==> config.mk <==
export PLATFORM = sky130hd
export DESIGN_NAME = sd_otf_converter
export DESIGN_NICKNAME = d
export VERILOG_FILES = /design/src/rtl/sd_otf_converter_pkg.sv /design/src/rtl/sd_otf_converter_qqm.sv /design/src/rtl/sd_otf_converter.sv
export SDC_FILE = /design/constraint.sdc
export NUM_CORES = 1
export LEC_CHECK = 0
export BUFFER_PORTS_ARGS = -buffer_cell sky130_fd_sc_hd__buf_2
export CAP_MARGIN = 5
export CORE_ASPECT_RATIO = 0.75
export CORE_MARGIN = 2
export CORE_UTILIZATION = 65
export DETAILED_ROUTE_END_ITERATION = 7
export PLACE_DENSITY = 0.82
export SYNTH_ARGS = -nofsm -noshare
export SYNTH_HDL_FRONTEND = slang
export SYNTH_SLANG_ARGS = --single-unit
export TNS_END_PERCENT = 100
==> constraint.sdc <==
create_clock -name clk -period 8.3 [get_ports clk]
set_clock_uncertainty 0.15 [all_clocks]
set_input_delay 1.66 -clock clk [delete_from_list [all_inputs] [get_ports clk]]
set_output_delay 1.66 -clock clk [all_outputs]
set_load 0.03 [all_outputs]
==> src/rtl/sd_otf_converter_pkg.sv <==
// Shared definitions for the online-divider quotient path: signed-digit
// encodings, converter FSM state codes and a small digit-decode helper.
package sd_otf_converter_pkg;

  // Signed-digit encoding {plus, minus}
  localparam logic [1:0] SD_ZERO = 2'b00;
  localparam logic [1:0] SD_NEG  = 2'b01;
  localparam logic [1:0] SD_POS  = 2'b10;
  localparam logic [1:0] SD_ILL  = 2'b11;

  typedef enum logic [1:0] {
    IDLE = 2'd0,
    SKIP = 2'd1,
    CONV = 2'd2
  } otf_state_e;

  // Both plus and minus asserted has no meaning in the digit set {-1,0,+1}
  function automatic logic sd_is_illegal(input logic [1:0] digit);
    return (digit == SD_ILL);
  endfunction

endpackage

==> src/rtl/sd_otf_converter_qqm.sv <==
// On-the-fly conversion register pair. Q holds the converted prefix, QM holds
// Q minus one LSB of the current prefix length, so appending a -1 digit is a
// select-and-shift instead of a borrow-propagating subtraction.
module otf_qqm_reg
  import sd_otf_converter_pkg::*;
#(
  parameter int W = 65
) (
  input  logic         clk,
  input  logic         asyn_reset,
  input  logic         init,
  input  logic         shift,
  input  logic [1:0]   digit,
  output logic [W-1:0] q_next
);

  logic [W-1:0] q;
  logic [W-1:0] qm;
  logic [W-1:0] q_base;
  logic [W-1:0] qm_base;
  logic [W-1:0] q_nxt;
  logic [W-1:0] qm_nxt;

  // Next Q/QM: optional re-initialisation, then the append rule for this digit.
  // Init and shift may coincide when the very first stream digit is converted.
  always_comb begin
    q_base  = init ? '0 : q;
    qm_base = init ? '1 : qm;
    q_nxt   = q_base;
    qm_nxt  = qm_base;
    if (shift) begin
      case (digit)
        SD_POS: begin
          q_nxt  = {q_base[W-2:0], 1'b1};
          qm_nxt = {q_base[W-2:0], 1'b0};
        end
        SD_NEG: begin
          q_nxt  = {qm_base[W-2:0], 1'b1};
          qm_nxt = {qm_base[W-2:0], 1'b0};
        end
        // zero, and the illegal code treated as zero
        default: begin
          q_nxt  = {q_base[W-2:0], 1'b0};
          qm_nxt = {qm_base[W-2:0], 1'b1};
        end
      endcase
    end
  end

  // Q/QM state; q_nxt equals the current value when neither init nor shift.
  always_ff @(posedge clk or negedge asyn_reset) begin
    if (!asyn_reset) begin
      q  <= '0;
      qm <= '1;
    end else begin
      q  <= q_nxt;
      qm <= qm_nxt;
    end
  end

  assign q_next = q_nxt;

endmodule

==> src/rtl/sd_otf_converter.sv <==
// Signed-digit to two's-complement quotient converter for the radix-2 online
// divider. Drops the divider start-up digits, converts the remaining digits
// on the fly and presents the parallel result with a one-cycle valid pulse.
//
// state | meaning
// IDLE  | waiting for the first digit of a stream (also the completion cycle)
// SKIP  | discarding divider start-up digits
// CONV  | converting quotient digits into Q/QM
module sd_otf_converter
  import sd_otf_converter_pkg::*;
#(
  parameter  int N_DIGITS     = 64,
  parameter  int ONLINE_DELAY = 3,
  localparam int OUT_W        = N_DIGITS + 1,
  localparam int CNT_W        = $clog2(ONLINE_DELAY + N_DIGITS + 1)
) (
  input  logic             clk,
  input  logic             asyn_reset,
  input  logic             enable_all,
  input  logic [1:0]       q_value,
  output logic [OUT_W-1:0] result,
  output logic             result_valid,
  output logic             busy,
  output logic             digit_err
);

  localparam logic [CNT_W-1:0] OD_IDX   = CNT_W'(ONLINE_DELAY);
  localparam logic [CNT_W-1:0] LAST_IDX = CNT_W'(ONLINE_DELAY + N_DIGITS - 1);

  otf_state_e       state;
  otf_state_e       state_nxt;
  logic [CNT_W-1:0] idx;
  logic [CNT_W-1:0] cur_idx;
  logic [CNT_W-1:0] idx_inc;
  logic             accept;
  logic             start;
  logic             conv_digit;
  logic             last_digit;
  logic             err_sticky;
  logic             err_nxt;
  logic [OUT_W-1:0] q_next;

  // Classify the current cycle's digit; in IDLE an accepted digit is index 0.
  always_comb begin
    accept     = enable_all;
    cur_idx    = (state == IDLE) ? '0 : idx;
    idx_inc    = cur_idx + CNT_W'(1);
    start      = accept && (state == IDLE);
    conv_digit = accept && (cur_idx >= OD_IDX);
    last_digit = accept && (cur_idx == LAST_IDX);
    err_nxt    = (start ? 1'b0 : err_sticky) | (conv_digit && sd_is_illegal(q_value));
  end

  // State register
  always_ff @(posedge clk or negedge asyn_reset) begin
    if (!asyn_reset) begin
      state <= IDLE;
    end else begin
      state <= state_nxt;
    end
  end

  // Next-state: the upcoming digit index decides between skipping and converting
  always_comb begin
    state_nxt = state;
    if (accept) begin
      if (last_digit) begin
        state_nxt = IDLE;
      end else if (idx_inc >= OD_IDX) begin
        state_nxt = CONV;
      end else begin
        state_nxt = SKIP;
      end
    end
  end

  // Outputs decoded from state
  always_comb begin
    busy = (state != IDLE);
  end

  // Accepted-digit counter, wraps to zero at the end of each operation
  always_ff @(posedge clk or negedge asyn_reset) begin
    if (!asyn_reset) begin
      idx <= '0;
    end else if (accept) begin
      idx <= last_digit ? '0 : idx_inc;
    end
  end

  // Illegal-digit flag for the operation in flight
  always_ff @(posedge clk or negedge asyn_reset) begin
    if (!asyn_reset) begin
      err_sticky <= 1'b0;
    end else if (accept) begin
      err_sticky <= err_nxt;
    end
  end

  // Capture the final Q and error flag; valid pulses for exactly one cycle
  always_ff @(posedge clk or negedge asyn_reset) begin
    if (!asyn_reset) begin
      result       <= '0;
      digit_err    <= 1'b0;
      result_valid <= 1'b0;
    end else begin
      result_valid <= last_digit;
      if (last_digit) begin
        result    <= q_next;
        digit_err <= err_nxt;
      end
    end
  end

  otf_qqm_reg #(
    .W (OUT_W)
  ) u_qqm (
    .clk        (clk),
    .asyn_reset (asyn_reset),
    .init       (start),
    .shift      (conv_digit),
    .digit      (q_value),
    .q_next     (q_next)
  );

endmodule
==> flow_summary.json <==
{
  "status": "complete, no violations",
  "slew_violations": 0,
  "syn-cell-area_um2": 9750,
  "cts_buffers": 20,
  "cts_hold_buffers": 0,
  "avgSynthCellArea_um2": 9.98,
  "met1_length_um": 10300,
  "worst-path-max-fanout": 52,
  "clock-sinks": 205,
  "drc": 0,
  "async_reset_ff_frac": 1.00,
  "antenna_left": 0,
  "wl_um": 22400,
  "swShare": 0.329,
  "place_congestion": 0.807,
  "die_h_um": 110,
  "num_vias": 7602,
  "yosysWarnings": 0,
  "final_common_cell": "a21oi_1",
  "io_pins": 73,
  "multi_input_area_um2": 4100,
  "finalCriticalPeriod_ns": 4.32,
  "arrival_ns": 4.58,
  "grt_pass1_vias": 7319,
  "grt_pass1_wl_um": 37600,
  "leakagePower_uw": 0.00524,
  "tightest_slew_ns": 0.969,
  "post-route-period-util": 0.520,
  "final_cell_mix": "158 x a21oi_1, 141 x dfrtp_1, 125 x nand2_1",
  "worstSkewPairLatency_ns": 0.49,
  "drive_above_1_share": 0.257,
  "hold_viol_final": 0,
  "h-tree-depth": 1,
  "portBuffers": 72,
  "tns_ns": 0,
  "p_int_uw": 2270,
  "drt_first_pass_iters": 5,
  "p_per_area_nw_per_um2": 316,
  "fmax_mhz": 232,
  "routedWlPerCell_um": 18.4,
  "ff_latch_area_um2": 5210,
  "layout_setup_ws_ns": 3.98,
  "row_count": 38,
  "post-route-util": 0.737,
  "clock-root-buffer": "clkbuf_16",
  "syn2layout_area_growth_pct": 9.98,
  "initial_utilization": 0.670,
  "ys.flop_type": "dfrtp_1",
  "ys_seq_elements": 205,
  "crit_required_ns": 8.57,
  "synthCells": 977,
  "antenna_found_initial": 0,
  "yosysSeqAreaShare": 0.535,
  "core_um2": 14500,
  "rsz0062_at_grt": "no",
  "hp-class": "reg2reg",
  "gr-usage-all-layers": 0.284,
  "topRoutingLayerUsed": "met4",
  "ir_worst_vdd_uv": 187,
  "syn_nets": 987,
  "finish.net_count": 1013,
  "clockBufferDepth": 3,
  "cts-resized-gates": 0,
  "via_per_inst": 6.25,
  "cts_tree": "done",
  "dpl.hpwl_um": 13000,
  "setup_viol": 0,
  "grt_max_degree": 96,
  "drt-initial-drc-count": 810,
  "start_kind": "input port",
  "pwr-share-comb": 0.237,
  "ys_types": 47,
  "die_w_um": 145,
  "diodes": 0,
  "postCtsSetupBuffers": 0,
  "place_ws_ns": 3.58,
  "worst_setup_path_end_kind": "flop",
  "maxCapViolCount": 0,
  "overflow": 0,
  "power_frac_seq": 0.491,
  "clkSlewWorstSetupHoldPaths_ns": 0.06,
  "dr_wl_met2_um": 10200,
  "met3WireLength_um": 1530,
  "synth_edf_count": 0,
  "max_slew_margin": 0.354,
  "critPathKind": "in2reg",
  "pwr-share-clk": 0.272,
  "nFillCells": 1058,
  "p_sw_uw": 1110,
  "dieArea_um2": 16000
}
[cell families after synthesis]
kind of cell / Yosys count / share of synthesized area
AOI/OAI and AO/OA: 391 / 0.235
and+or+nand+nor: 219 / 0.0955
DFF: 205 / 0.535
buffers and inverters: 87 / 0.0483
muxes: 69 / 0.0796
adders and majority gates: 5 / 0.00642
xor gates and xnor gates: 1 / 0.000899
[worst paths after layout]
kind / from / to / slack (ns) / cells past startpoint
min in group asynchronous: asyn_reset / result[48] / 1.07 / 1
worst min-delay path: u_qqm.q[63] / u_qqm.q[63] / 0.33 / 1
max in group asynchronous: asyn_reset / u_qqm.q[33] / 5.65 / 2
worst max register to register: state[0] / result[0] / 4.18 / 10
worst max-delay path: q_value[0] / u_qqm.qm[37] / 3.98 / 9
worst min register to register: u_qqm.q[63] / u_qqm.q[63] / 0.33 / 1
[sequential cells by signal, indices dropped and copies added (netlist names)]
register,cells
idx,7
digit_err,1
result,65
state,2
u_qqm.qm,64
result_valid,1
err_sticky,1
u_qqm.q,64
[synthesized netlist by cell type (2+ instances only)]
cell type | count | area, um2
a31oi_1 | 16 | 100
dfstp_2 | 64 | 1680
dfrtp_1 | 141 | 3530
nand2_1 | 125 | 469
a21oi_1 | 158 | 791
buf_2 | 13 | 65.1
nor3b_1 | 2 | 15.0
clkbuf_1 | 43 | 161
nand3b_1 | 2 | 15.0
o21ai_0 | 111 | 556
buf_4 | 10 | 75.1
ha_1 | 5 | 62.6
nor3_1 | 17 | 85.1
and3_1 | 4 | 25.0
inv_1 | 5 | 18.8
nor2b_1 | 4 | 25.0
nor2_1 | 50 | 188
a21o_1 | 64 | 480
o21a_1 | 3 | 22.5
a22o_1 | 2 | 17.5
nand3_1 | 4 | 20.0
buf_6 | 12 | 135
buf_1 | 3 | 11.3
o211ai_1 | 2 | 15.0
and2_1 | 3 | 18.8
a2bb2oi_1 | 24 | 210
or2_2 | 2 | 12.5
o21ai_2 | 2 | 17.5
mux2_2 | 68 | 766
[layout make-up]
type                    instances  share of cell area
clock buffers                  30              0.0569
repair buffers                 85              0.0435
flip-flops and latches        205               0.486
well taps                     200              0.0233
multi-input cells             685               0.383
inverters                       6             0.00210
clock inverters                 6             0.00514
[stage by stage]
step / instance area [um2] / total power, uW / std cells / hold slack (ns)
2_1_floorplan: 9750 / 2220 / 977 / 0.299
3_3_place_gp: 10100 / 2400 / 1181 / 0.315
3_5_place_dp: 10100 / 2440 / 1181 / 0.324
4_1_cts: 10700 / 3370 / 1217 / 0.337
5_1_grt: 10700 / 3570 / 1217 / 0.342
6_report: 10700 / 3380 / 1217 / 0.331
[routing by layer]
metal,up-vias,track usage
li1,3497,-
met1,3777,0.429
met2,298,0.441
met3,30,0.0465
met4,0,0.0651
met5,-,0
[power groups by stage]
stage                     Combinational [uW]  Clock (uW)  Sequential, uW
after global routing                     900         973            1700
after CTS                                795         928            1650
final                                    803         920            1660
after floorplan                          644           0            1580
after detailed placement                 789           0            1650
after global placement                   745           0            1650
[critical path, stage by stage]
cell and delay [ns]:
buf_2 0.11, inv_1 0.05, ha_1 0.37, nor2b_1 0.59
nor2b_4 0.65, buf_4 0.58, a21oi_1 0.14, a21oi_1 0.21
a2bb2oi_1 0.19
Power figures use the tool's default switching activity.
